===== config.mk =====
export PLATFORM = sky130hd
export DESIGN_NAME = sobel_frame_sched_flat
export DESIGN_NICKNAME = d
export VERILOG_FILES = /design/src/rtl/sobel_frame_sched_if.sv /design/src/rtl/sobel_frame_sched.sv /design/src/flat_wrapper.sv
export SDC_FILE = /design/constraint.sdc
export NUM_CORES = 1
export LEC_CHECK = 0
export CAP_MARGIN = 10
export CORE_AREA = 2 2 117 119
export DETAILED_ROUTE_END_ITERATION = 10
export DIE_AREA = 0 0 119 121
export HOLD_SLACK_MARGIN = 0.15
export PLACE_DENSITY_LB_ADDON = 0.1
export SYNTH_ARGS = -nofsm -noshare
export SYNTH_HDL_FRONTEND = slang
export SYNTH_SLANG_ARGS = --single-unit
export TNS_END_PERCENT = 1

===== constraint.sdc =====
create_clock -name clk_i -period 4.19 [get_ports clk_i]
set_clock_uncertainty 0.15 [all_clocks]
set_input_delay 1.257 -clock clk_i [delete_from_list [all_inputs] [get_ports clk_i]]
set_output_delay 1.257 -clock clk_i [all_outputs]
set_load 0.05 [all_outputs]

===== src/rtl/sobel_frame_sched_if.sv =====
// rtl/sobel_frame_sched_if.sv - host-side pixel streams of the Sobel frame scheduler
// Purpose: bundles the input-pixel load stream and the output-pixel stream.
// Signals:
//   ld_valid/ld_ready/ld_data      host -> scheduler input pixels
//   st_valid/st_ready/st_data/st_last  scheduler -> host output pixels
// Modports: master = host side, slave = scheduler side.
interface sobel_frame_sched_if #(
  parameter int DATA_WIDTH = 8
);
  logic                  ld_valid;
  logic                  ld_ready;
  logic [DATA_WIDTH-1:0] ld_data;
  logic                  st_valid;
  logic                  st_ready;
  logic [DATA_WIDTH-1:0] st_data;
  logic                  st_last;

  modport master (
    output ld_valid, ld_data, st_ready,
    input  ld_ready, st_valid, st_data, st_last
  );

  modport slave (
    input  ld_valid, ld_data, st_ready,
    output ld_ready, st_valid, st_data, st_last
  );
endinterface


===== src/rtl/sobel_frame_sched.sv =====
// rtl/sobel_frame_sched.sv - frame scheduler: load input frame, run Sobel engine, drain output frame
// Purpose: sequences IDLE -> LOAD -> KICK -> RUN -> DRAIN and muxes the single-port input/output
//   image memories between host-side logic and the engine.
// Optional feature: SOBEL_SCHED_WDT_EN enables a RUN-phase watchdog (WDT_CYCLES) driving sticky err_o.
// Ports:
//   clk_i, rst_ni                      clock, synchronous active-low reset
//   frame_start_i                      frame request, sampled in IDLE
//   host (slave modport)               load stream in, output pixel stream out
//   in_we_o/in_addr_o/in_wdata_o       input memory port
//   sobel_raddr_i, sobel_start_o, sobel_finish_i, sobel_we_i/waddr_i/wdata_i   engine side
//   out_we_o/out_addr_o/out_wdata_o/out_rdata_i   output memory port (1-cycle read latency)
//   busy_o, frame_cnt_o, err_o         status
module sobel_frame_sched #(
  parameter int DATA_WIDTH = 8,
  parameter int ADDR_WIDTH = 16,
  parameter int IMG_PIXELS = 4096,
  parameter int WDT_CYCLES = 65535
) (
  input  logic                  clk_i,
  input  logic                  rst_ni,
  input  logic                  frame_start_i,
  sobel_frame_sched_if.slave    host,
  output logic                  in_we_o,
  output logic [ADDR_WIDTH-1:0] in_addr_o,
  output logic [DATA_WIDTH-1:0] in_wdata_o,
  input  logic [ADDR_WIDTH-1:0] sobel_raddr_i,
  output logic                  sobel_start_o,
  input  logic                  sobel_finish_i,
  input  logic                  sobel_we_i,
  input  logic [ADDR_WIDTH-1:0] sobel_waddr_i,
  input  logic [DATA_WIDTH-1:0] sobel_wdata_i,
  output logic                  out_we_o,
  output logic [ADDR_WIDTH-1:0] out_addr_o,
  output logic [DATA_WIDTH-1:0] out_wdata_o,
  input  logic [DATA_WIDTH-1:0] out_rdata_i,
  output logic                  busy_o,
  output logic [15:0]           frame_cnt_o,
  output logic                  err_o
);

  localparam logic [ADDR_WIDTH-1:0] LAST = ADDR_WIDTH'(IMG_PIXELS - 1);

  typedef enum logic [2:0] {S_IDLE, S_LOAD, S_KICK, S_RUN, S_DRAIN} state_t;

  state_t                state;
  logic [ADDR_WIDTH-1:0] lc;          // load counter
  logic [ADDR_WIDTH-1:0] rc;          // next output-memory index to read
  logic [ADDR_WIDTH-1:0] pidx;        // index whose read data is on out_rdata_i this cycle
  logic                  pending;     // out_rdata_i carries a valid read this cycle
  logic                  issue_done;  // all indices have been issued
  logic                  ld_ready_r;
  logic                  st_valid_r;
  logic                  st_last_r;
  logic [DATA_WIDTH-1:0] st_data_r;
  logic                  start_r;
  logic                  busy_r;
  logic [15:0]           frame_cnt_r;

  logic ld_beat, accept, capture, stall, issue;

  always_comb begin
    ld_beat = (state == S_LOAD) && host.ld_valid && ld_ready_r;
    accept  = st_valid_r && host.st_ready;
    // Read data is taken into the holding register only if it is empty or drains this cycle.
    capture = pending && (!st_valid_r || host.st_ready);
    // A read that cannot be captured is repeated at the same address so its data reappears next cycle.
    stall   = pending && !capture;
    issue   = (state == S_DRAIN) && !stall && !issue_done;
  end

  always_comb begin
    in_we_o     = ld_beat;
    in_addr_o   = (state == S_LOAD) ? lc : sobel_raddr_i;
    in_wdata_o  = (state == S_LOAD) ? host.ld_data : '0;
    out_we_o    = 1'b0;
    out_addr_o  = '0;
    out_wdata_o = '0;
    if (state == S_RUN) begin
      out_we_o    = sobel_we_i;
      out_addr_o  = sobel_waddr_i;
      out_wdata_o = sobel_wdata_i;
    end else if (state == S_DRAIN) begin
      out_addr_o  = stall ? pidx : rc;
    end
  end

`ifdef SOBEL_SCHED_WDT_EN
  logic [31:0] wdt;
  logic        err_r;
`else
  logic        unused_wdt;
  assign unused_wdt = (WDT_CYCLES == 0);
`endif

  always_ff @(posedge clk_i) begin
    if (!rst_ni) begin
      state       <= S_IDLE;
      lc          <= '0;
      rc          <= '0;
      pidx        <= '0;
      pending     <= 1'b0;
      issue_done  <= 1'b0;
      ld_ready_r  <= 1'b0;
      st_valid_r  <= 1'b0;
      st_last_r   <= 1'b0;
      st_data_r   <= '0;
      start_r     <= 1'b0;
      busy_r      <= 1'b0;
      frame_cnt_r <= '0;
`ifdef SOBEL_SCHED_WDT_EN
      wdt         <= '0;
      err_r       <= 1'b0;
`endif
    end else begin
      start_r <= 1'b0;
      case (state)
        S_IDLE: begin
          if (frame_start_i) begin
            state      <= S_LOAD;
            lc         <= '0;
            ld_ready_r <= 1'b1;
            busy_r     <= 1'b1;
          end
        end
        S_LOAD: begin
          if (ld_beat) begin
            if (lc == LAST) begin
              state      <= S_KICK;
              ld_ready_r <= 1'b0;
              start_r    <= 1'b1;
            end else begin
              lc <= lc + 1'b1;
            end
          end
        end
        S_KICK: begin
          state <= S_RUN;
`ifdef SOBEL_SCHED_WDT_EN
          wdt   <= '0;
`endif
        end
        S_RUN: begin
          if (sobel_finish_i) begin
            state      <= S_DRAIN;
            rc         <= '0;
            pending    <= 1'b0;
            issue_done <= 1'b0;
            st_valid_r <= 1'b0;
            st_last_r  <= 1'b0;
`ifdef SOBEL_SCHED_WDT_EN
          end else if (wdt == 32'(WDT_CYCLES - 1)) begin
            state  <= S_IDLE;
            busy_r <= 1'b0;
            err_r  <= 1'b1;
          end else begin
            wdt <= wdt + 1'b1;
`endif
          end
        end
        S_DRAIN: begin
          if (capture) begin
            st_data_r  <= out_rdata_i;
            st_valid_r <= 1'b1;
            st_last_r  <= (pidx == LAST);
          end else if (accept) begin
            st_valid_r <= 1'b0;
            st_last_r  <= 1'b0;
          end
          pending <= stall || issue;
          if (!stall) pidx <= rc;
          if (issue) begin
            if (rc == LAST) issue_done <= 1'b1;
            else            rc <= rc + 1'b1;
          end
          if (accept && st_last_r) begin
            state       <= S_IDLE;
            busy_r      <= 1'b0;
            frame_cnt_r <= frame_cnt_r + 1'b1;
            pending     <= 1'b0;
            st_valid_r  <= 1'b0;
            st_last_r   <= 1'b0;
            st_data_r   <= '0;
          end
        end
        default: state <= S_IDLE;
      endcase
    end
  end

  assign host.ld_ready = ld_ready_r;
  assign host.st_valid = st_valid_r;
  assign host.st_data  = st_data_r;
  assign host.st_last  = st_valid_r && st_last_r;
  assign sobel_start_o = start_r;
  assign busy_o        = busy_r;
  assign frame_cnt_o   = frame_cnt_r;
`ifdef SOBEL_SCHED_WDT_EN
  assign err_o         = err_r;
`else
  assign err_o         = 1'b0;
`endif

endmodule


===== src/flat_wrapper.sv =====
// flat-port wrapper written by rule: the top's interface ports become plain ports
module sobel_frame_sched_flat 
#(
  parameter int DATA_WIDTH = 8,
  parameter int ADDR_WIDTH = 16,
  parameter int IMG_PIXELS = 4096,
  parameter int WDT_CYCLES = 65535
)
  (clk_i, rst_ni, frame_start_i, in_we_o, in_addr_o, in_wdata_o, sobel_raddr_i, sobel_start_o, sobel_finish_i, sobel_we_i, sobel_waddr_i, sobel_wdata_i, out_we_o, out_addr_o, out_wdata_o, out_rdata_i, busy_o, frame_cnt_o, err_o, host_ld_valid, host_ld_data, host_st_ready, host_ld_ready, host_st_valid, host_st_data, host_st_last);
  sobel_frame_sched_if #(.DATA_WIDTH(DATA_WIDTH)) host_i ();
  input  logic clk_i;
  input  logic rst_ni;
  input  logic frame_start_i;
  output logic in_we_o;
  output logic [ADDR_WIDTH-1:0] in_addr_o;
  output logic [DATA_WIDTH-1:0] in_wdata_o;
  input  logic [ADDR_WIDTH-1:0] sobel_raddr_i;
  output logic sobel_start_o;
  input  logic sobel_finish_i;
  input  logic sobel_we_i;
  input  logic [ADDR_WIDTH-1:0] sobel_waddr_i;
  input  logic [DATA_WIDTH-1:0] sobel_wdata_i;
  output logic out_we_o;
  output logic [ADDR_WIDTH-1:0] out_addr_o;
  output logic [DATA_WIDTH-1:0] out_wdata_o;
  input  logic [DATA_WIDTH-1:0] out_rdata_i;
  output logic busy_o;
  output logic [15:0] frame_cnt_o;
  output logic err_o;
  input wire logic [$bits(host_i.ld_valid)-1:0] host_ld_valid;
  input wire logic [$bits(host_i.ld_data)-1:0] host_ld_data;
  input wire logic [$bits(host_i.st_ready)-1:0] host_st_ready;
  output wire logic [$bits(host_i.ld_ready)-1:0] host_ld_ready;
  output wire logic [$bits(host_i.st_valid)-1:0] host_st_valid;
  output wire logic [$bits(host_i.st_data)-1:0] host_st_data;
  output wire logic [$bits(host_i.st_last)-1:0] host_st_last;
  assign host_i.ld_valid = host_ld_valid;
  assign host_i.ld_data = host_ld_data;
  assign host_i.st_ready = host_st_ready;
  assign host_ld_ready = host_i.ld_ready;
  assign host_st_valid = host_i.st_valid;
  assign host_st_data = host_i.st_data;
  assign host_st_last = host_i.st_last;
  sobel_frame_sched #(.DATA_WIDTH(DATA_WIDTH), .ADDR_WIDTH(ADDR_WIDTH), .IMG_PIXELS(IMG_PIXELS), .WDT_CYCLES(WDT_CYCLES)) u_core (.clk_i(clk_i), .rst_ni(rst_ni), .frame_start_i(frame_start_i), .host(host_i), .in_we_o(in_we_o), .in_addr_o(in_addr_o), .in_wdata_o(in_wdata_o), .sobel_raddr_i(sobel_raddr_i), .sobel_start_o(sobel_start_o), .sobel_finish_i(sobel_finish_i), .sobel_we_i(sobel_we_i), .sobel_waddr_i(sobel_waddr_i), .sobel_wdata_i(sobel_wdata_i), .out_we_o(out_we_o), .out_addr_o(out_addr_o), .out_wdata_o(out_wdata_o), .out_rdata_i(out_rdata_i), .busy_o(busy_o), .frame_cnt_o(frame_cnt_o), .err_o(err_o));
endmodule

Word-level counts from Yosys, hierarchy flattened --
Cells that the tools add are included.
Cells by class: reductions and logical operators 31, muxes and demuxes 43, add/sub/neg operators 3, equal/unequal tests 17
Operators with widths (number):
- $mux W16 | 10
- $pmux W16 S2 | 2
- $add A16 B1 Y16 const B | 3
- $eq A16 B12 Y1 const B | 3
- $mux W8 | 4
- $ne A2 B2 Y1 const B | 8
- $reduce_and A4 Y1 | 4
- $mux W1 | 15
- $mux W3 | 5
- $pmux W3 S5 | 1
- $pmux W1 S2 | 6
- $logic_and A1 B1 Y1 | 9
- $reduce_and A3 Y1 | 3
- $reduce_bool A2 Y1 | 4
- $eq A3 B2 Y1 const B | 2
- $reduce_and A2 Y1 | 3
- $reduce_and A5 Y1 | 1
- $logic_not A1 Y1 | 4
- $ne A4 B2 Y1 const B | 1
- $eq A3 B1 Y1 const B | 1
- $eq A3 B3 Y1 const B | 1
- $logic_not A3 Y1 | 1
- $logic_or A1 B1 Y1 | 2
- $ne A2 B1 Y1 const B | 1
Word-level totals: word-level logic and storage cells 107, input bits 63, output and inout bits 80, register bits after elaboration 82

Longest topological paths before layout --
Gate-level depths: netlist (run 1).
depth in word-level cells 11, gate-level depth with buffers 8

Worst setup path before layout (run 1) --
Ideal clock, no wire load.
kind in2out, start in host_st_ready, end out out_addr_o[10], cell stages on the path 4, path slack -0.298 ns, required time 2.783 ns, data arrival time 3.081 ns, cell sequence nand3b_1 buf_1 mux2i_1 o21ai_0
On the way: word-level cells in the longest chain between the ends 7
Ends and longest elaborated chain:
- from (decl) | line flat_wrapper.sv:32 | input wire logic [$bits(host_i.st_ready)-1:0] host_st_ready;
- $logic_or A1 B1 Y1 | line sobel_frame_sched.sv:65 | capture = pending && (!st_valid_r || host.st_ready);
- $logic_and A1 B1 Y1 | line sobel_frame_sched.sv:65
- $logic_not A1 Y1 | line sobel_frame_sched.sv:67 | stall = pending && !capture;
- $logic_and A1 B1 Y1 | line sobel_frame_sched.sv:67
- $mux W16 | line sobel_frame_sched.sv:83 | out_addr_o = stall ? pidx : rc;
- $mux W16 | line sobel_frame_sched.sv:82 | end else if (state == S_DRAIN) begin
- $mux W16 | line sobel_frame_sched.sv:78 | if (state == S_RUN) begin
- to (decl) | line flat_wrapper.sv:24 | output logic [ADDR_WIDTH-1:0] out_addr_o;
Every way passes these cells.

Worst setup path after layout (run 1) --
start in host_st_ready, end out out_addr_o[9]
Same word-level chain as after synthesis.

==> out/qor.yml, run 1 <==
outcome: "finished clean"
dieArea_um2: 14400
ant_nets: 0
die_y_um: 121
synthArstFlopShare: 0
synthCells: 601
globalRouteOverflowTotal: 0
wl_per_cell_um: 14.1
port_buffers: 141
synth_ff_type: "dfxtp_1"
syn2layout_area_growth_pct: 44.2
grt_pass1_vias: 4418
dr.pass1.iters: 4
max_freq_mhz: 244
p_sw_mw: 0.482
yosysWarnings: 0
initial_utilization: 0.343
ios: 143
ys_seq_elements: 82
max-slew-margin-rel: 0.158
synth_fp_nets: 667
antennaDiodeCount: 0
routed_via_density: 5.16
cts.reportedPaths.clkPinSlew_ps: 60
clock_sinks: 82
clk_latency_ps: 340
power_mw: 1.80
ys_seq_area_frac: 0.365
pwr-share-seq: 0.437
switching_share: 0.268
grt_max_degree: 39
setup_violations: 0
grt_pass1_wl_mm: 21.3
final_max_slew_viol_count: 0
grt_usage: 0.178
p_per_area_nw_per_um2: 278
drive_gt1_frac: 0.123
fin_nets: 794
place_congestion: 0.807
fin_crit_sh: 0.980
clockPowerShare: 0.430
stdcell_area_um2: 6480
min-delay-path-class: "register to register"
ir_drop_uv: 242
final_common_cell: "nand2_1"
worst_pin_slew_ps: 1250
avgSynthCellArea_um2: 7.48
drc: 0
leakagePower_nw: 2.40
clock_path_buffers: 2
numCtsBuffers: 9
htreeDepth: 3
synth_edf_count: 0
drt_wl_total_mm: 12.9
die_w_um: 119
place_area_um2: 6180
drt_iter0_drc: 210
cts-root-buf: "clkbuf_16"
cp-end-kind: "output port"
antenna_found_initial: 0
synth_cell_type_count: 64
maxCapViolations: 0
p_int_mw: 1.32
syn_area_um2: 4490
grt_setup_unrepaired: "no"
ctsHoldBuffers: 0
whs_ps: 322
tns_ps: 0
hpwlAfterDp_mm: 9.37
comb_power_share: 0.133
mostFrequentLayoutCells: "139 x nand2_1, 91 x clkdlybuf4s50_1, 82 x dfxtp_1"
worst_ep_required_time_ps: 2780
start_kind: "primary input"
core_area_um2: 13100
postCtsSetupBuffers: 0
hold_viol: 0
num_rows: 42
utilization: 0.495
num_vias: 4687
fin_crit_ps: 4110
path_class: "primary input to output port"
cts_tree: "done"
crit_fanout: 12
critical_path_arrival_ps: 2700
[cell families after synthesis]
family,share of synthesized area
buf+inv,0.0354
compound gates,0.190
fa+ha+maj,0.00835
other cells,0.000834
xor+xnor,0.0253
flops,0.365
simple gates,0.330
mux,0.0448
[area by class of cell]
cell class                      instances  area (um^2)
Fill cell                            1247         6610
Multi-Input combinational cell        483         2700
Clock inverter                          6         53.8
Sequential cell                        82         1640
Tap cell                              176          220
Timing Repair Buffer                  150         1620
Inverter                                2         7.51
Clock buffer                           10          239
[repair_timing]
item | CTS | global route
endpoints found under the hold margin | 0 | 0
gates resized for setup | 1 | 3
endpoints found under the setup margin | 6 | 3
gates cloned | 0 | 0
[final timing paths]
kind / to / cells past startpoint / slack, ps / start
worst max-delay path: out_addr_o[9] / 6 / 80 / host_st_ready
worst min-delay path: u_core.pidx[12]$_SDFFE_PN0P_ / 2 / 320 / u_core.pidx[12]$_SDFFE_PN0P_
worst max register to register: u_core.rc[12]$_SDFFE_PN0P_ / 5 / 1460 / u_core.state[2]$_SDFFE_PN0P_
worst min register to register: u_core.pidx[12]$_SDFFE_PN0P_ / 2 / 320 / u_core.pidx[12]$_SDFFE_PN0P_
[state kept, by name (all words and copies together), names as in the netlist, 3 cells and up]
| signal | cells |
|---|---|
| u_core.frame_cnt_o | 16 |
| u_core.host.st_data | 8 |
| u_core.lc | 16 |
| u_core.pidx | 16 |
| u_core.rc | 16 |
| u_core.state | 3 |
[cells in the mapped netlist (all sizes together), types with 3 or more instances]
library cell | count | area, um^2
nor2 | 52 | 200
nand3 | 31 | 155
o211ai | 7 | 52.6
nand4b | 5 | 43.8
and2 | 23 | 144
a41oi | 3 | 26.3
o221a | 5 | 56.3
nand2 | 139 | 522
a211oi | 3 | 22.5
nor4 | 7 | 43.8
mux2i | 19 | 190
nand4 | 6 | 37.5
nand2b | 5 | 31.3
dfxtp | 82 | 1640
o21ai | 42 | 214
a22oi | 8 | 60.1
clkbuf | 22 | 82.6
and3 | 13 | 81.3
a31oi | 7 | 43.8
buf | 12 | 68.8
a21oi | 42 | 210
or4 | 3 | 22.5
xor2 | 12 | 105
and4 | 4 | 35.0
ha | 3 | 37.5
or3 | 4 | 25.0
nor3 | 8 | 51.3
o31ai | 3 | 41.3
[stage by stage]
stage,setup WS [ps],cells
2_1_floorplan,-298,601
3_3_place_gp,-20.6,893
5_1_grt,1.27,909
6_report,83.5,909
3_5_place_dp,-43.1,893
4_1_cts,60.5,909
[per-layer routing]
layer / share of wire / track usage / vias to the layer above
li1: - / - / 2377
met5: 0 / 0 / -
met1: 0.45 / 0.225 / 2173
met4: 0.0088 / 0.0454 / 0
met2: 0.50 / 0.309 / 127
met3: 0.046 / 0.0367 / 10
[power by group through the flow]
stage          combinational, mW  sequential [mW]  clock [mW]
2_1_floorplan              0.123            0.808           0
3_3_place_gp               0.239            0.804           0
3_5_place_dp               0.241            0.804           0
4_1_cts                    0.242            0.786       0.795
5_1_grt                    0.256            0.787       0.825
6_report                   0.240            0.787       0.773
[worst max-delay path, cell delays in order]
cell             delay (ps)
clkdlybuf4s50_1         430
nand3b_1                210
buf_12                  180
mux2i_1                 120
o21ai_0                 310
buf_12                  190
No activity file was read; power rests on OpenSTA's default activity.
==> run 2, diff against run 1 <==
--- a/config.mk
+++ b/config.mk
@@ -11,6 +11,7 @@
 export DIE_AREA = 0 0 119 121
 export HOLD_SLACK_MARGIN = 0.15
 export PLACE_DENSITY_LB_ADDON = 0.1
+export SLEW_MARGIN = 20
 export SYNTH_ARGS = -nofsm -noshare
 export SYNTH_HDL_FRONTEND = slang
 export SYNTH_SLANG_ARGS = --single-unit
==> run 2 against run 1 <==
Sequential cell count is the same; total power shrank 0.10%; sequential power is essentially flat; die area is the same; sequential share of layout area is essentially flat; routed wire length is essentially flat; critical path depth is the same; hold slack is essentially flat; design area is essentially flat; non-clock buffer count is the same; first-iteration DRC count shrank 1.9%; largest cell class unchanged; highest routed layer unchanged.
==> out/qor.yml, run 2 (synthesis results as in run 1) <==
outcome: "finished clean"
postCtsSetupBuffers: 0
numCtsBuffers: 9
wl_per_cell_um: 14.1
grt_setup_unrepaired: "no"
final_max_slew_viol_count: 0
worst_pin_slew_ps: 936
place_congestion: 0.807
ctsHoldBuffers: 0
hpwlAfterDp_mm: 9.37
drt_iter0_drc: 206
maxCapViolations: 0
ant_nets: 0
p_sw_mw: 0.480
ios: 143
dr.pass1.iters: 5
initial_utilization: 0.343
path_depth: 6
grt_usage: 0.178
cts-root-buf: "clkbuf_16"
drive_gt1_frac: 0.124
fin_crit_sh: 0.981
critPathTopFamily: "buffers and inverters"
fillers: 1248
worst_ep_required_time_ps: 2780
min-delay-path-class: "register to register"
syn2layout_area_growth_pct: 44.3
routed_via_density: 5.17
leakagePower_nw: 2.40
clock_path_buffers: 2
cp_slowest_cell: "clkdlybuf4s50_1"
port_buffers: 141
comb_power_share: 0.133
crit_path_frequent_cell: "buf_12"
ir_drop_uv: 240
mostFrequentLayoutCells: "139 x nand2_1, 91 x clkdlybuf4s50_1, 82 x dfxtp_1"
globalRouteOverflowTotal: 0
grt_pass1_vias: 4418
path_class: "primary input to output port"
antennaDiodeCount: 0
critical_path_arrival_ps: 2700
start_kind: "primary input"
critPathLaunch: "host_st_ready"
max_stage_delay_ps: 430
p_int_mw: 1.32
final_common_cell: "nand2_1"
min-delay-start: "u_core.pidx[12]$_SDFFE_PN0P_"
switching_share: 0.267
path_cells: "clkdlybuf4s50_1 > nand3b_1 > buf_12 > mux2i_1 > o21ai_0 > buf_12"
die_y_um: 121
num_vias: 4699
grt_pass1_wl_mm: 21.3
pwr-share-seq: 0.438
cts_resized: 1
cts_tree: "done"
crit_path_end: "out_addr_o[9]"
setup_violations: 0
drt_wl_total_mm: 12.9
r2r_slack_ps: 1470
cp.buffers_inverters: 3
rr_startpoint: "u_core.state[2]$_SDFFE_PN0P_"
clk_latency_ps: 340
dieArea_um2: 14400
antenna_found_initial: 0
p_per_area_nw_per_um2: 277
crit_fanout: 12
regToRegEndpoint: "u_core.rc[12]$_SDFFE_PN0P_"
cts.reportedPaths.clkPinSlew_ps: 60
drc: 0
max_freq_mhz: 243
grt_max_degree: 39
ff2ff_path_depth: 5
cp-end-kind: "output port"
core_area_um2: 13100
num_rows: 42
clock_sinks: 82
htreeDepth: 3
whs_ps: 322
die_w_um: 119
fin_nets: 794
clockPowerShare: 0.429
fin_crit_ps: 4110
utilization: 0.496
hold_viol: 0
max-slew-margin-rel: 0.372
-- run 2: worst min path at each step --
stage / to / slack, ps / cells after the start
after global placement: u_core.pidx[15]$_SDFFE_PN0P_ / 310 / 2
after detailed placement: u_core.pidx[15]$_SDFFE_PN0P_ / 310 / 2
after floorplan: u_core.pidx[14]$_SDFFE_PN0P_ / 290 / 2
final: u_core.pidx[12]$_SDFFE_PN0P_ / 320 / 2
after global routing: u_core.pidx[15]$_SDFFE_PN0P_ / 330 / 2
after CTS: u_core.pidx[15]$_SDFFE_PN0P_ / 320 / 2
-- run 2: layer usage --
layer  track usage  routed length (um)  vias up
met5             0                   0        -
met4        0.0454                 119        0
met3        0.0367                 571       11
met2         0.309                6390      128
met1         0.225                5770     2183
li1              -                   -     2377
-- run 2: per-stage QoR --
stage	total power [mW]	instance area (um^2)	TNS, ps	cells	setup WS [ps]
detailed placement	1.05	6180	-175	893	-43.1
global placement	1.04	6180	-75.7	893	-20.6
CTS	1.82	6480	0	909	60.5
global route	1.87	6480	0	909	1.27
floorplan	0.931	4490	-3380	601	-298
finish	1.80	6480	0	909	79.8
-- run 2: layout make-up --
| class | count | area [um^2] | share of cell area |
|---|---|---|---|
| clock buffer | 10 | 239 | 0.0369 |
| clock inverter | 6 | 53.8 | 0.00830 |
| multi-input combinational | 483 | 2710 | 0.417 |
| tap | 176 | 220 | 0.0340 |
| timing repair buffer | 150 | 1620 | 0.249 |
| inverter | 2 | 7.51 | 0.00116 |
| sequential | 82 | 1640 | 0.253 |
-- run 2: worst register-to-register path, stage by stage, from the launching register on --
cell and delay, ps:
dfxtp_1 470, and3b_1 520, and2_1 340, o31ai_2 810, nor2_1 110, a211oi_1 240
-- run 2: power by group through the flow --
| stage | Clock, mW | Combinational, mW | Sequential [mW] |
|---|---|---|---|
| 2_1_floorplan | 0 | 0.123 | 0.808 |
| 3_5_place_dp | 0 | 0.241 | 0.804 |
| 3_3_place_gp | 0 | 0.239 | 0.804 |
| 5_1_grt | 0.825 | 0.256 | 0.787 |
| 4_1_cts | 0.795 | 0.242 | 0.786 |
| 6_report | 0.771 | 0.240 | 0.787 |
